File: src/rtl/timer_pkg.sv
// Shared constants for the programmable timer: register selects, CTRL bit positions
// and the channel-index width helper.
package timer_pkg;

   localparam logic [1:0] REG_LOAD       = 2'd0;
   localparam logic [1:0] REG_CTRL       = 2'd1;
   localparam logic [1:0] REG_PRESCALE   = 2'd2;
   localparam logic [1:0] REG_STATUS_CLR = 2'd3;

   localparam int CTRL_ENABLE   = 0;
   localparam int CTRL_PERIODIC = 1;
   localparam int CTRL_IRQ_EN   = 2;

   function automatic int chan_w(input int n);
      return (n > 1) ? $clog2(n) : 1;
   endfunction

endpackage

File: src/rtl/timer_channel.sv
// One timer channel: LOAD/CTRL registers, the down-counter, and the pulse and sticky status.
// Expiry fires on a tick while the count is 1. Periodic channels then reload from LOAD.
module timer_channel
   import timer_pkg::*;
#(
   parameter int WIDTH = 16
) (
   input  logic             i_clock,
   input  logic             i_reset,
   input  logic             i_tick,
   input  logic             i_load_we,
   input  logic             i_ctrl_we,
   input  logic [WIDTH-1:0] i_data,
   input  logic             i_clr,
   output logic [WIDTH-1:0] o_count,
   output logic             o_pulse,
   output logic             o_status,
   output logic             o_irq_req
);

   logic [WIDTH-1:0] r_load;
   logic [WIDTH-1:0] r_count;
   logic             r_enable;
   logic             r_periodic;
   logic             r_irq_en;
   logic             r_pulse;
   logic             r_status;
   logic             w_expire;

   assign w_expire = !i_ctrl_we && r_enable && i_tick && (r_count <= WIDTH'(1));

   always_ff @(posedge i_clock) begin
      if (!i_reset) begin
         r_load     <= '0;
         r_count    <= '0;
         r_enable   <= 1'b0;
         r_periodic <= 1'b0;
         r_irq_en   <= 1'b0;
         r_pulse    <= 1'b0;
         r_status   <= 1'b0;
      end else begin
         r_pulse <= w_expire;
         if (i_load_we) r_load <= i_data;
         if (i_ctrl_we) begin
            r_irq_en   <= i_data[CTRL_IRQ_EN];
            r_periodic <= i_data[CTRL_PERIODIC];
            // A zero LOAD can never expire, so the channel refuses to start.
            if (i_data[CTRL_ENABLE] && (r_load != '0)) begin
               r_enable <= 1'b1;
               r_count  <= r_load;
            end else begin
               r_enable <= 1'b0;
            end
         end else if (r_enable && i_tick) begin
            if (!w_expire) begin
               r_count <= r_count - WIDTH'(1);
            end else if (r_periodic) begin
               r_count <= r_load;
            end else begin
               r_count  <= '0;
               r_enable <= 1'b0;
            end
         end
         // Same-cycle expiry wins over a clear so no event is lost.
         if (w_expire)   r_status <= 1'b1;
         else if (i_clr) r_status <= 1'b0;
      end
   end

   assign o_count   = r_count;
   assign o_pulse   = r_pulse;
   assign o_status  = r_status;
   assign o_irq_req = r_status & r_irq_en;

endmodule

File: src/rtl/programmable_timer.sv
// Multi-channel programmable timer: write decode, shared prescaler, read mux and irq reduction.
// Define TIMER_PRESCALER_EN to include the PRESCALE register; otherwise every clock is a tick.
module programmable_timer
   import timer_pkg::*;
#(
   parameter int CHANNELS       = 4,
   parameter int WIDTH          = 16,
   parameter int PRESCALE_WIDTH = 8
) (
   input  logic                          i_clock,
   input  logic                          i_reset,
   input  logic                          i_wr_en,
   input  logic [chan_w(CHANNELS)-1:0]   i_wr_channel,
   input  logic [1:0]                    i_wr_reg,
   input  logic [WIDTH-1:0]              i_wr_data,
   input  logic [chan_w(CHANNELS)-1:0]   i_rd_channel,
   output logic [WIDTH-1:0]              o_rd_count,
   output logic [CHANNELS-1:0]           o_pulse,
   output logic [CHANNELS-1:0]           o_status,
   output logic                          o_irq
);

   localparam int CW = chan_w(CHANNELS);

   logic                            w_tick;
   logic [CHANNELS-1:0][WIDTH-1:0]  w_count;
   logic [CHANNELS-1:0]             w_irq_req;
   logic [WIDTH-1:0]                w_rd_count;

`ifdef TIMER_PRESCALER_EN
   logic [PRESCALE_WIDTH-1:0] r_presc;
   logic [PRESCALE_WIDTH-1:0] r_pcnt;

   assign w_tick = (r_pcnt == r_presc);

   always_ff @(posedge i_clock) begin
      if (!i_reset) begin
         r_presc <= '0;
         r_pcnt  <= '0;
      end else if (i_wr_en && (i_wr_reg == REG_PRESCALE)) begin
         r_presc <= i_wr_data[PRESCALE_WIDTH-1:0];
         r_pcnt  <= '0;
      end else if (w_tick) begin
         r_pcnt <= '0;
      end else begin
         r_pcnt <= r_pcnt + 1'b1;
      end
   end
`else
   // Prescaler counter and setting both tied to zero, so the tick compare is always true.
   logic [PRESCALE_WIDTH-1:0] w_pcnt;
   assign w_pcnt = '0;
   assign w_tick = (w_pcnt == '0);
`endif

   for (genvar g = 0; g < CHANNELS; g++) begin : g_ch
      logic w_load_we;
      logic w_ctrl_we;
      logic w_clr;

      assign w_load_we = i_wr_en && (i_wr_reg == REG_LOAD) && (i_wr_channel == CW'(g));
      assign w_ctrl_we = i_wr_en && (i_wr_reg == REG_CTRL) && (i_wr_channel == CW'(g));
      if (g < WIDTH) begin : g_clr
         assign w_clr = i_wr_en && (i_wr_reg == REG_STATUS_CLR) && i_wr_data[g];
      end else begin : g_noclr
         assign w_clr = 1'b0;
      end

      timer_channel #(.WIDTH(WIDTH)) u_channel (
         .i_clock   (i_clock),
         .i_reset   (i_reset),
         .i_tick    (w_tick),
         .i_load_we (w_load_we),
         .i_ctrl_we (w_ctrl_we),
         .i_data    (i_wr_data),
         .i_clr     (w_clr),
         .o_count   (w_count[g]),
         .o_pulse   (o_pulse[g]),
         .o_status  (o_status[g]),
         .o_irq_req (w_irq_req[g])
      );
   end

   always_comb begin
      w_rd_count = '0;
      for (int i = 0; i < CHANNELS; i++) begin
         if (i_rd_channel == CW'(i)) w_rd_count = w_count[i];
      end
   end

   assign o_rd_count = w_rd_count;
   assign o_irq      = |w_irq_req;

endmodule

File: config.mk
export PLATFORM = sky130hd
export DESIGN_NAME = programmable_timer
export DESIGN_NICKNAME = d
export VERILOG_FILES = /design/src/rtl/timer_pkg.sv /design/src/rtl/timer_channel.sv /design/src/rtl/programmable_timer.sv
export SDC_FILE = /design/constraint.sdc
export NUM_CORES = 1
export LEC_CHECK = 0
export CAP_MARGIN = 20
export CORE_MARGIN = 5
export CORE_UTILIZATION = 30
export CTS_CLUSTER_SIZE = 10
export DETAILED_ROUTE_END_ITERATION = 6
export GPL_ROUTABILITY_DRIVEN = 1
export MAX_ROUTING_LAYER = met4
export SKIP_CTS_REPAIR_TIMING = 1
export SYNTH_ARGS = -nofsm -noshare
export SYNTH_HDL_FRONTEND = slang
export SYNTH_HIERARCHICAL = 1
export SYNTH_SLANG_ARGS = --single-unit
File: constraint.sdc
create_clock -name i_clock -period 5.73 [get_ports i_clock]
set_input_delay 0.573 -clock i_clock [delete_from_list [all_inputs] [get_ports i_clock]]
set_output_delay 0.573 -clock i_clock [all_outputs]
set_load 0.01 [all_outputs]
==> PnR_summary.wiki <==
{| class="wikitable"
! Metric !! Value
|-
| Hold Startpoint || g_ch[2].u_channel/r_irq_en$_SDFFE_PN0P_
|-
| GPL Wtd Cong || 0.917
|-
| Layout Utilization || 0.354
|-
| Sink Count || approximately 150
|-
| Setup Viol. Count Final || 0
|-
| Worst-case headroom to the max-slew limit || 0.354
|-
| Multi-input logic area || ~0.0046 mm2
|-
| Unrepaired setup endpoints after global routing || no
|-
| Storage cell area || roughly 0.003 mm2
|-
| Cell types with the largest area share after synthesis || dfxtp_1 37%, mux2i_1 9.0%, nor2_1 6.1%
|-
| Total power consumption of the routed design || 0.00240 W
|-
| Mean instance size in the synthesized netlist || 8.82 um2
|-
| End point of the most critical hold path || g_ch[2].u_channel/r_irq_en$_SDFFE_PN0P_
|-
| Final WL || roughly 27000 um
|-
| Initial Util || 0.305
|-
| Setup_tns || 0 ns
|-
| Worst-case clock skew || between 0.007 and 0.008 ns
|-
| Worst setup path category || in -> reg
|-
| Most used flip-flop cell after synthesis || dfxtp_1
|-
| Global-route wire length before repair || roughly 42000 um
|-
| CP required || about 6 ns
|-
| DRT iter0 DRCs || just over 700
|-
| Type of the tightest min-delay check || reg -> reg
|-
| Buffers from clock root to sink, at most || 2
|-
| Area share of the largest cell type after synthesis || 0.372
|-
| Routed WL per cell || between 20 and 25 um
|-
| Filler Cell Count || ~2700
|-
| Largest net degree at the start of global routing || 36
|-
| Largest family of logic cells by synthesized area || compound AO/OA/AOI/OAI gates
|-
| Nature of the critical path startpoint || input pin
|-
| TritonCTS clock tree || yes
|-
| Net count reported at finish || 974
|-
| Async set-reset flop share out of synthesis || 0
|-
| Worst Setup End Kind || flop
|-
| Final Hold Vio Count || 0
|-
| Vias in the first global route || between 6000 and 7000
|-
| Layout cells sized above 1 || 0.0913
|-
| Pre-antenna DRT Iters || 5
|-
| Number of synthesized register bits || approximately 150
|-
| Pins over their slew limit || 0
|-
| Via density per instance || 5.74
|-
| Clk slew on worst S/H paths || about 0.06 ns
|-
| Area growth from synthesis to layout || 16.2%
|-
| # rows || just under 60
|-
| Antenna Nets Post-Route || 0
|-
| Data arrival time of the critical path || 3.80 ns
|-
| Detailed placer's ending HPWL || around 20000 um
|-
| Part of the Yosys area used for sequential elements || 0.372
|-
| Lkg Pwr || 3.52 nW
|-
| Number of input and output port buffers inserted || between 40 and 50
|-
| Chip height || between 150 and 200 um
|-
| Die Width || between 150 and 200 um
|-
| R2R cell count || 7
|-
| Number of standard cells after synthesis || approximately 900
|-
| Total clock buffers created by CTS || 17
|-
| Detailed-route via count || 7400
|-
| GRT Util Overall || 0.184
|-
| Number of different library cells in the post-synthesis netlist || 50
|-
| Insertion delay to the later sink of the worst-skew pair || 0.43 ns
|-
| Adder-Cell Fraction of Synth Area || 0.0126
|-
| Number of levels in the clock H-tree || 4
|-
| Final global-route overflow total || 0
|-
| Most common cell in the synthesized netlist || dfxtp_1
|-
| Share of the synthesized netlist area taken by xor and xnor gates || 0
|-
| Ranking of synthesized cells by instance count || 148 x dfxtp_1, 130 x nor2_1, 73 x nand2_1, 72 x mux2i_1, 60 x a21oi_1
|-
| Post-synthesis compound-gate area fraction || 0.204
|-
| Max frequency || between 200 and 300 MHz
|-
| Count of max-cap constraint violations || 0
|-
| Standard cell core area || 0.0261 mm2
|-
| Antenna violations before repair || 2
|-
| Post-synth design cell area || 0.00797 mm2
|-
| Power Dens Cells || roughly 260 mW/mm2
|-
| Fin crit period || 3.45 ns
|-
| Fraction of synthesized area in multiplexers || 0.146
|-
| Slew @ Worst Pin || around 0.97 ns
|-
| Outcome || finished clean
|-
| Buffer cell driving the clock tree root || clkbuf_16
|-
| Cell depth of the worst hold path || 2
|-
| Destination of the worst register-to-register timing path || g_ch[1].u_channel/o_count[12]$_SDFFE_PN0P_
|-
| Number of top-level design ports || 50
|-
| Crit Reg-Reg Startpoint || g_ch[1].u_channel/o_count[0]$_SDFFE_PN0P_
|-
| Count of flip-flops with a built-in enable after synthesis || 0
|-
| Count of warnings emitted by yosys || 6
|-
| Worst-path fanout max || 27
|-
| DRC violations left || 0
|-
| Die outline area || 0.0299 mm2
|-
| Simple-gate share of the synthesized area || 0.204
|-
| Final worst path period share || 0.602
|-
| Most area-hungry cell type in the Yosys netlist || dfxtp_1
|-
| FF-to-FF setup slack || roughly 3 ns
|-
| Peak supply drop || about 160 uV
|}
[sequential cells by signal, indices dropped and copies added (netlist names)]
signal / flops
g_ch.u_channel/o_status: 4
g_ch.u_channel/o_pulse: 4
g_ch.u_channel/r_periodic: 4
g_ch.u_channel/o_count: 64
g_ch.u_channel/r_irq_en: 4
g_ch.u_channel/r_load: 64
g_ch.u_channel/r_enable: 4
[metrics by stage]
stage	hold WS (ns)	worst slack, ns	std cells	cell area [um2]
floorplan	0.445	3.32	915	8010
global placement	0.467	1.97	1255	8700
detailed placement	0.481	1.94	1255	8700
CTS	0.494	2.15	1286	9220
global route	0.519	2.24	1289	9260
finish	0.494	2.28	1289	9260
[worst max path at each step]
stage | to | slack [ns] | startpoint
CTS | o_rd_count[10] | 2.15 | i_rd_channel[0]
floorplan | g_ch[0].u_channel/o_count[10]$_SDFFE_PN0P_ | 3.32 | i_wr_reg[1]
global placement | g_ch[0].u_channel/o_count[13]$_SDFFE_PN0P_ | 1.97 | i_wr_reg[0]
finish | g_ch[0].u_channel/o_count[13]$_SDFFE_PN0P_ | 2.28 | i_wr_reg[0]
detailed placement | g_ch[0].u_channel/o_count[1]$_SDFFE_PN0P_ | 1.94 | i_wr_reg[0]
global route | g_ch[0].u_channel/o_count[12]$_SDFFE_PN0P_ | 2.24 | i_wr_reg[0]
[worst max-delay path: stages]
cell and delay, ns:
clkdlybuf4s50_1 0.58, or3b_2 0.48, nor2_1 0.27, buf_4 0.26, nor4bb_1 0.07, nand4_1 0.24, o21a_1 0.82, mux2_4 0.36
o22ai_2 0.13
[cell usage in the layout, fill, tap and decap left out, drive strengths merged, types with 20 or more instances in the layout]
cell,count
inv,44
a22oi,20
mux2i,72
nor3,20
clkbuf,21
nand2,73
dfxtp,148
o22ai,44
nor2,130
clkdlybuf4s50,48
nor4,26
a32oi,28
a21oi,60
[cell families after synthesis]
group	count (synthesis)
multiplexers	92
other	1
adder cells (fa/ha/maj)	8
flip-flops	148
buffers and inverters	100
AO/OA/AOI/OAI	220
AND/OR/NAND/NOR	335
[cell type report]
cell class              count  share of cell area
flip-flops and latches    148               0.320
clock inverters            10             0.00648
inverters                  48              0.0195
multi-input cells         667               0.494
well taps                 335              0.0453
repair buffers             59              0.0648
clock buffers              21              0.0497
diodes                      1            0.000270
[metal layers]
metal	vias up	global-route usage	wire, um
met5	-	-	0
met4	0	0.0502	458
met3	33	0.0439	2410
met2	352	0.263	12000
met1	3565	0.259	12500
li1	3450	-	-
[where the power goes]
group          internal [W]  switching, W  total, W  leakage [nW]
clock network      0.000569      0.000444   0.00101         0.262
registers           0.00104     0.0000235   0.00107          1.19
logic              0.000134      0.000185  0.000319          2.06
total               0.00175      0.000653   0.00240          3.52
(Power assumes the default switching activity.)
